==> config.mk <==
export PLATFORM = sky130hd
export DESIGN_NAME = pipe_seq_ctrl
export DESIGN_NICKNAME = d
export VERILOG_FILES = /design/src/rtl/pipe_seq_ctrl.sv
export SDC_FILE = /design/constraint.sdc
export NUM_CORES = 1
export LEC_CHECK = 0
export CAP_MARGIN = 20
export CORE_UTILIZATION = 30
export CTS_CLUSTER_SIZE = 28
export DETAILED_ROUTE_END_ITERATION = 16
export PLACE_DENSITY = 0.6
export SLEW_MARGIN = 0
export SYNTH_ARGS = -nofsm -noshare
export SYNTH_HDL_FRONTEND = slang
export SYNTH_SLANG_ARGS = --single-unit
==> constraint.sdc <==
create_clock -name clk -period 1.9 [get_ports clk]
set_input_delay 0.38 -clock clk [delete_from_list [all_inputs] [get_ports clk]]
set_output_delay 0.38 -clock clk [all_outputs]
set_load 0.03 [all_outputs]
==> src/rtl/pipe_seq_ctrl.sv <==
// Sequencer that plays a stored stimulus table into a two-stage datapath
// and checks each item as it comes out of the far end, three edges later.
module pipe_seq_ctrl #(
  parameter int DEPTH = 8,
  parameter int W     = 4
) (
  input  logic         clk,
  input  logic         rst,
  input  logic         ld_en,
  input  logic [2:0]   ld_addr,
  input  logic [W-1:0] ld_data,
  input  logic [3:0]   len,
  input  logic         start,
  output logic [W-1:0] dp_a,
  input  logic [W-1:0] dp_b,
  input  logic [W-1:0] dp_c,
  output logic         busy,
  output logic         done,
  output logic         mismatch,
  output logic [3:0]   err_cnt,
  output logic [2:0]   first_err_idx
);

  typedef enum logic [1:0] {IDLE, DRIVE, DRAIN, DONE} state_t;

  state_t       state, state_n;
  logic [W-1:0] tbl [DEPTH];
  logic [3:0]   run_len;
  logic [3:0]   idx;
  logic         accept, issue, len_ok;
  logic [2:0]   issue_idx;
  logic [W-1:0] issue_val;

  logic [2:0]   pv;
  logic [W-1:0] pval [3];
  logic [2:0]   pidx [3];

  logic         unused_dp_b;
  assign unused_dp_b = ^dp_b;

  assign len_ok = (len != 4'd0) && (32'(len) <= DEPTH);

  // The table keeps its contents through reset; writes are locked out mid-run.
  always_ff @(posedge clk) begin
    if (ld_en && !busy && (32'(ld_addr) < DEPTH))
      tbl[ld_addr] <= ld_data;
  end

  always_ff @(posedge clk) begin
    if (rst) state <= IDLE;
    else     state <= state_n;
  end

  always_comb begin
    state_n = state;
    accept  = 1'b0;
    issue   = 1'b0;
    case (state)
      IDLE:  if (start && len_ok) begin
               state_n = DRIVE;
               accept  = 1'b1;
               issue   = 1'b1;
             end
      DRIVE: if (idx < run_len) issue = 1'b1;
             else               state_n = DRAIN;
      // The last item sits in the final stage once the two earlier stages are empty.
      DRAIN: if (!pv[0] && !pv[1]) state_n = DONE;
      DONE:  state_n = IDLE;
      default: state_n = IDLE;
    endcase
    issue_idx = accept ? 3'd0 : idx[2:0];
    issue_val = tbl[issue_idx];
  end

  always_ff @(posedge clk) begin
    if (rst) begin
      dp_a          <= '0;
      busy          <= 1'b0;
      done          <= 1'b0;
      mismatch      <= 1'b0;
      err_cnt       <= 4'd0;
      first_err_idx <= 3'd0;
      run_len       <= 4'd0;
      idx           <= 4'd0;
      pv            <= 3'b000;
      for (int i = 0; i < 3; i++) begin
        pval[i] <= '0;
        pidx[i] <= 3'd0;
      end
    end else begin
      busy     <= (state_n == DRIVE) || (state_n == DRAIN);
      done     <= (state == DRAIN) && (state_n == DONE);
      dp_a     <= issue ? issue_val : '0;
      mismatch <= pv[2] && (dp_c != pval[2]);

      pv      <= {pv[1:0], issue};
      pval[0] <= issue_val;
      pval[1] <= pval[0];
      pval[2] <= pval[1];
      pidx[0] <= issue_idx;
      pidx[1] <= pidx[0];
      pidx[2] <= pidx[1];

      if (pv[2] && (dp_c != pval[2])) begin
        err_cnt <= err_cnt + 4'd1;
        if (err_cnt == 4'd0) first_err_idx <= pidx[2];
      end

      if (accept) begin
        run_len       <= len;
        idx           <= 4'd1;
        err_cnt       <= 4'd0;
        first_err_idx <= 3'd0;
      end else if (issue) begin
        idx <= idx + 4'd1;
      end
    end
  end

endmodule
Word-level counts from Yosys, hierarchy flattened
Memory sizes are Yosys's and may differ from the RTL's. A register that Yosys moved wholly into a read port is not among the register bits.
Index checks and enable logic that the tools add are counted.

storage, ports and cells
  register bits after elaboration = 24
  RAM bits = 53
  logic and storage cells = 70
  memories = 3

cells by class
  add/subtract/negate cells = 2
  order comparisons = 2
  equality and inequality tests = 7
  muxes and demuxes = 22
  bitwise gates (word level) = 7
  reductions and logical operators = 17

memories
  memory  words  bits a word  rd ports  clocked after memory_dff  wr ports  RTL line  RTL
  tbl     8      4            1         0                         1         27        logic [W-1:0] tbl [DEPTH];
  pval    3      4            3         0                         3         35        logic [W-1:0] pval [3];
  pidx    3      3            3         1                         3         36        logic [2:0] pidx [3];

operators with widths
  cell                                                              count
  3-bit 2-to-1 mux                                                  4
  4-bit 2-to-1 mux                                                  3
  1-bit 2-to-1 mux                                                  10
  4-bit by 1-bit adder with 4-bit output (second input constant)    2
  2-bit == test (second input constant)                             4
  2-bit one-hot mux with 4 select lines                             1
  1-bit logical AND                                                 6
  2-bit 2-to-1 mux                                                  3
  1-bit bitwise OR                                                  6
  2-bit by 1-bit == test with 1-bit output (second input constant)  2
  4-bit less-or-equal comparator (second input constant)            1
  4-bit logical NOT                                                 1
  4-bit < comparator                                                1
  4-bit != test                                                     1
  4-bit nonzero test                                                1
  2-bit OR reduction                                                2
  1-bit logical NOT                                                 3
  2-bit logical NOT                                                 1
  1-bit one-hot mux with 2 select lines                             1
  2-bit AND reduction                                               1
  2-bit nonzero test                                                1
  1-bit logical OR                                                  1
  1-bit inverter                                                    1

Logic depth before layout (Yosys ltp)
An unclocked memory read counts as a cell.

  word-level depth = 8
  gate-level depth with buffers = 9

Worst setup path after synthesis
OpenSTA, ideal clock, no wires.

  path type = in2reg
  start = input start
  end = register busy
  setup time = 0.128 ns
  data arrival time = 1.750 ns
  required time = 1.772 ns
  setup slack = 0.022 ns
  stages = 7
  path through = or3b_4 -> nor3_4 -> buf_4 -> nor2_1 -> nand2_1 -> ha_1 -> nor2b_1

on the way
  word-level cells in the longest chain between the ends = 5
  elaborated cells between the ends (all ways) = 6
  those cells by class = eq/ne (2); mux (2); reduce/logical (2)

RTL lines
  element                                                                           RTL line  RTL
  start: declaration                                                                13        input logic start,
  1-bit logical AND (*)                                                             59        IDLE: if (start && len_ok) begin
  2-bit 2-to-1 mux (*)                                                              59
  2-bit one-hot mux with 4 select lines (*)                                         58        case (state)
  via state_n[0]                                                                    26        state_t state, state_n;
  2-bit by 1-bit == test with 1-bit output / 2-bit == test (equally long branches)  91        busy <= (state_n == DRIVE) || (state_n == DRAIN);
  1-bit logical OR (*)                                                              91
  end signal: assignment                                                            91
  end: declaration                                                                  17        output logic busy,

Mark *: on every way through the listed nets, which the timed path passes. The rest lies on a longest branch.
A chain may end at the register's enable or synchronous reset.

Worst setup path in the final report
  start = input len[0]
  end = register idx[2]

on the way
  word-level cells in the longest chain between the ends = 6
  elaborated cells between the ends (all ways) = 8
  those cells by class = order compare (1); mux (3); reduce/logical (4)

RTL lines
  element                                                                      RTL line  RTL
  start: declaration                                                           12        input logic [3:0] len,
  4-bit less-or-equal comparator / 4-bit nonzero test (equally long branches)  41        assign len_ok = (len != 4'd0) && (32'(len) <= DEPTH);
  1-bit logical AND (*)                                                        41
  1-bit logical AND (*)                                                        59
  1-bit 2-to-1 mux (*)                                                         59
  1-bit 2-to-1 mux                                                             58
  2-bit OR reduction (no source line)                                          n/a
  end signal: assignment                                                       115       idx <= idx + 4'd1;
  end: declaration                                                             29        logic [3:0] idx;

Mark *: on every way between the ends. The rest lies on a longest branch, timed or not.

==> flow_metrics.py <==
metrics = {
    "detailed_routing": {
        "wl_met1_um": 2650,
        "dr_wl_met3_um": 254,
        "post_drt_via_cell_ratio": 4.32,
        "drt_first_pass_iters": 4,
        "wl_per_cell_um": 12.1,
        "top_layer_used": "met4",
        "dr_total_vias": 1993,
        "met2_wirelength_um": 2610,
        "drt_iter0_markers": 21,
        "ant_nets": 0,
        "drc_errors": 0,
        "wl_um": 5580,
    },
    "critical_path": {
        "required_ns": 2.14,
        "crit_family": "buffers and inverters",
        "reg2reg_depth": 6,
        "startpoint_type": "primary input",
        "crit_slowest_cell": "clkdlybuf4s50_1",
        "r2r_slack_ns": 0.08,
        "crit_chain": "clkdlybuf4s50_1 -> o31a_1 -> nor3_4 -> buf_4 -> nor2_2 -> and2_1 -> mux2_2",
        "rr_startpoint": "run_len[1]",
        "path_buf_inv": 2,
        "arrival_ns": 2.09,
        "path_max_fanout": 5,
        "max_stage_delay_ns": 0.47,
        "path_class": "primary input to flip-flop",
        "worst_setup_path_end_kind": "flip-flop",
        "r2r-end": "idx[3]",
    },
    "layout": {
        "nFillCells": 973,
        "nets": 353,
        "drive_gt1_frac": 0.226,
        "synthToLayoutAreaGrowth_pct": 31.1,
        "fin_area_mm2": 0.00409,
        "antenna_cells": 0,
        "fin_cells": 461,
    },
    "timing": {
        "worst_pin_slew_ns": 0.407,
        "rsz0062_at_grt": "yes",
        "fin_crit_sh": 0.975,
        "finalSetupViolCount": 0,
        "finalSetupTns_ns": 0,
        "hold_viol": 0,
        "setup_slack_ns": 0.0470,
        "slew_viol_final": 0,
        "slew-limit-headroom": 0.728,
        "timing.fmax_ghz": 0.540,
        "fin_crit_ns": 1.85,
        "fin_skew_ns": 0.0108,
    },
    "cts": {
        "htreeDepth": 3,
        "cts_buffer_depth": 2,
        "cts_made_buffers": 9,
        "cts_num_sinks": 80,
        "root_buffer": "clkbuf_8",
        "cts.clk_slew.worst_paths_ns": 0.08,
        "clk_latency_ns": 0.35,
        "cts_hold_buf": 0,
        "cts_tree": "built",
    },
    "floorplan": {
        "die_x_um": 104,
        "die_y_um": 104,
        "fp-row-count": 36,
        "core_mm2": 0.00991,
        "die-area_mm2": 0.0108,
        "io_pins": 37,
        "start_util": 0.315,
    },
    "synth": {
        "seq_area_frac_synth": 0.616,
        "async_flop_share": 0,
        "syn_nets": 288,
        "synth_cell_type_count": 45,
        "syn_inst": 258,
        "synth_seq_cells": 80,
        "syn_area_mm2": 0.00312,
        "ys.flop_type": "dfxtp_1",
        "synth_edf_count": 32,
        "avgSynthCellArea_um2": 12.1,
        "synth.yosys.warnings": 0,
    },
    "power_and_ir_drop": {
        "power_density_mw_per_mm2": 896,
        "p_leak_nw": 1.51,
        "p_total_w": 0.00367,
        "irDropWorstVdd_uv": 505,
    },
    "placement": {
        "io_buffers": 32,
        "pre_cts_ws_ns": -0.362,
        "dp_hpwl_um": 4020,
        "place_congestion": 0.727,
        "dp_cells": 442,
        "place_area_mm2": 0.00380,
    },
    "global_route": {
        "grt-ovfl-total": 0,
        "antenna_found_initial": 0,
        "grt_pass1_vias": 1919,
        "grt_max_degree": 28,
        "track_usage": 0.109,
        "grt_first_pass_wirelength_um": 9160,
    },
    "min_path": {
        "hold_class": "flip-flop to flip-flop",
        "min_from": "pval[0][6]",
        "holdPathStages": 1,
        "hold_path_end": "pval[0][10]",
    },
    "job": {
        "max_cap_viol_count": 0,
    },
    "outcome": {
        "status": "completed",
    },
}
## routing by layer
layer  GRT usage  vias up
met4      0.0316        0
li1            -     1033
met2       0.178       45
met5           0        -
met1       0.133      908
met3      0.0451        7
## through the flow
step	hold WS, ns	util
after floorplan	0.414	-
after global placement	0.418	0.383
after detailed placement	0.420	0.383
after CTS	0.440	0.407
after global routing	0.454	0.413
final	0.437	0.413
## where the power goes
group / internal (W) / total [W] / switching (W) / leakage [nW]
sequential: 0.00185 / 0.00188 / 0.0000292 / 0.681
clock: 0.000730 / 0.00135 / 0.000619 / 0.115
combinational: 0.000234 / 0.000440 / 0.000206 / 0.718
total: 0.00281 / 0.00367 / 0.000855 / 1.51
## area by class of cell
type                    count  area [um2]  area share
flip-flops and latches     80        1920       0.470
multi-input cells         161        1160       0.284
repair buffers             65         593       0.145
well taps                 133         166      0.0407
clock buffers              11         163      0.0398
clock inverters             5        61.3      0.0150
inverters                   6        22.5     0.00550
## worst register-to-register path: stages (launching register included)
cell	delay, ns
dfxtp_2	0.33
inv_1	0.06
ha_4	0.24
a2111oi_4	0.39
o21ai_0	0.17
or4_1	0.51
nand2_1	0.07
## registers in the layout, indices dropped and copies added, names as in the netlist
name,count
state,2
mismatch,1
done,1
dp_a,4
first_err_idx,3
pidx,9
pv,3
tbl,32
pval,12
busy,1
run_len,4
idx,4
err_cnt,4
## logic make-up after synthesis
| logic type | after synthesis | share of synthesized area |
|---|---|---|
| buffers and inverters | 17 | 0.0229 |
| XOR/XNOR | 6 | 0.0168 |
| multiplexers | 17 | 0.0738 |
| AO/OA/AOI/OAI | 32 | 0.0686 |
| flip-flops | 80 | 0.616 |
| AND/OR/NAND/NOR | 99 | 0.174 |
| adder cells (fa/ha/maj) | 7 | 0.0281 |
## cells in the mapped netlist, types with 2 or more instances
master,instances,area share
dfxtp_1,48,0.31
edfxtp_1,32,0.31
nor2_1,27,0.032
nor2b_1,20,0.040
nand2_1,18,0.022
a21oi_1,11,0.018
mux2_2,8,0.029
clkbuf_1,7,0.0084
ha_1,7,0.028
inv_1,6,0.0072
nor3_1,6,0.0096
mux2i_1,5,0.016
nand2b_1,5,0.010
nand3_1,5,0.0080
o21ai_0,5,0.0080
mux4_2,4,0.029
xor2_1,4,0.011
and2_1,3,0.0060
buf_2,3,0.0048
nor3b_1,3,0.0072
o21ai_1,3,0.0048
o21a_1,2,0.0048
o22ai_1,2,0.0040
or3_1,2,0.0040
xnor2_1,2,0.0056
## cells in the final DEF (no fill, tap or decap), types with 4 or more instances in the layout
master           Yosys  layout
nand2b_1             5       5
xor2_1               4       4
mux2_2               8       8
inv_1                6       6
nor2b_1             20      20
clkdlybuf4s50_1      0      30
mux4_2               4       4
clkbuf_8             0      10
dfxtp_1             48      46
o21ai_0              5       5
a21oi_1             11      10
mux2i_1              5       5
nand2_1             18      18
buf_4                1      30
nand3_1              5       5
nor3_1               6       6
edfxtp_1            32      32
ha_1                 7       6
nor2_1              27      27
## worst max path at each step
| stage | startpoint | to | cells after the start |
|---|---|---|---|
| 2_1_floorplan | start | busy | 7 |
| 6_report | len[0] | idx[2] | 7 |
| 5_1_grt | run_len[1] | busy | 8 |
| 4_1_cts | start | pval[0][0] | 7 |
| 3_5_place_dp | start | pval[0][0] | 7 |
| 3_3_place_gp | start | pval[0][0] | 7 |
## repair_timing
action,CTS,global route
gates resized for setup,1,9
pin swaps,1,3
setup endpoints to repair,2,7
buffers inserted,0,3
Power figures use the tool's default switching activity.
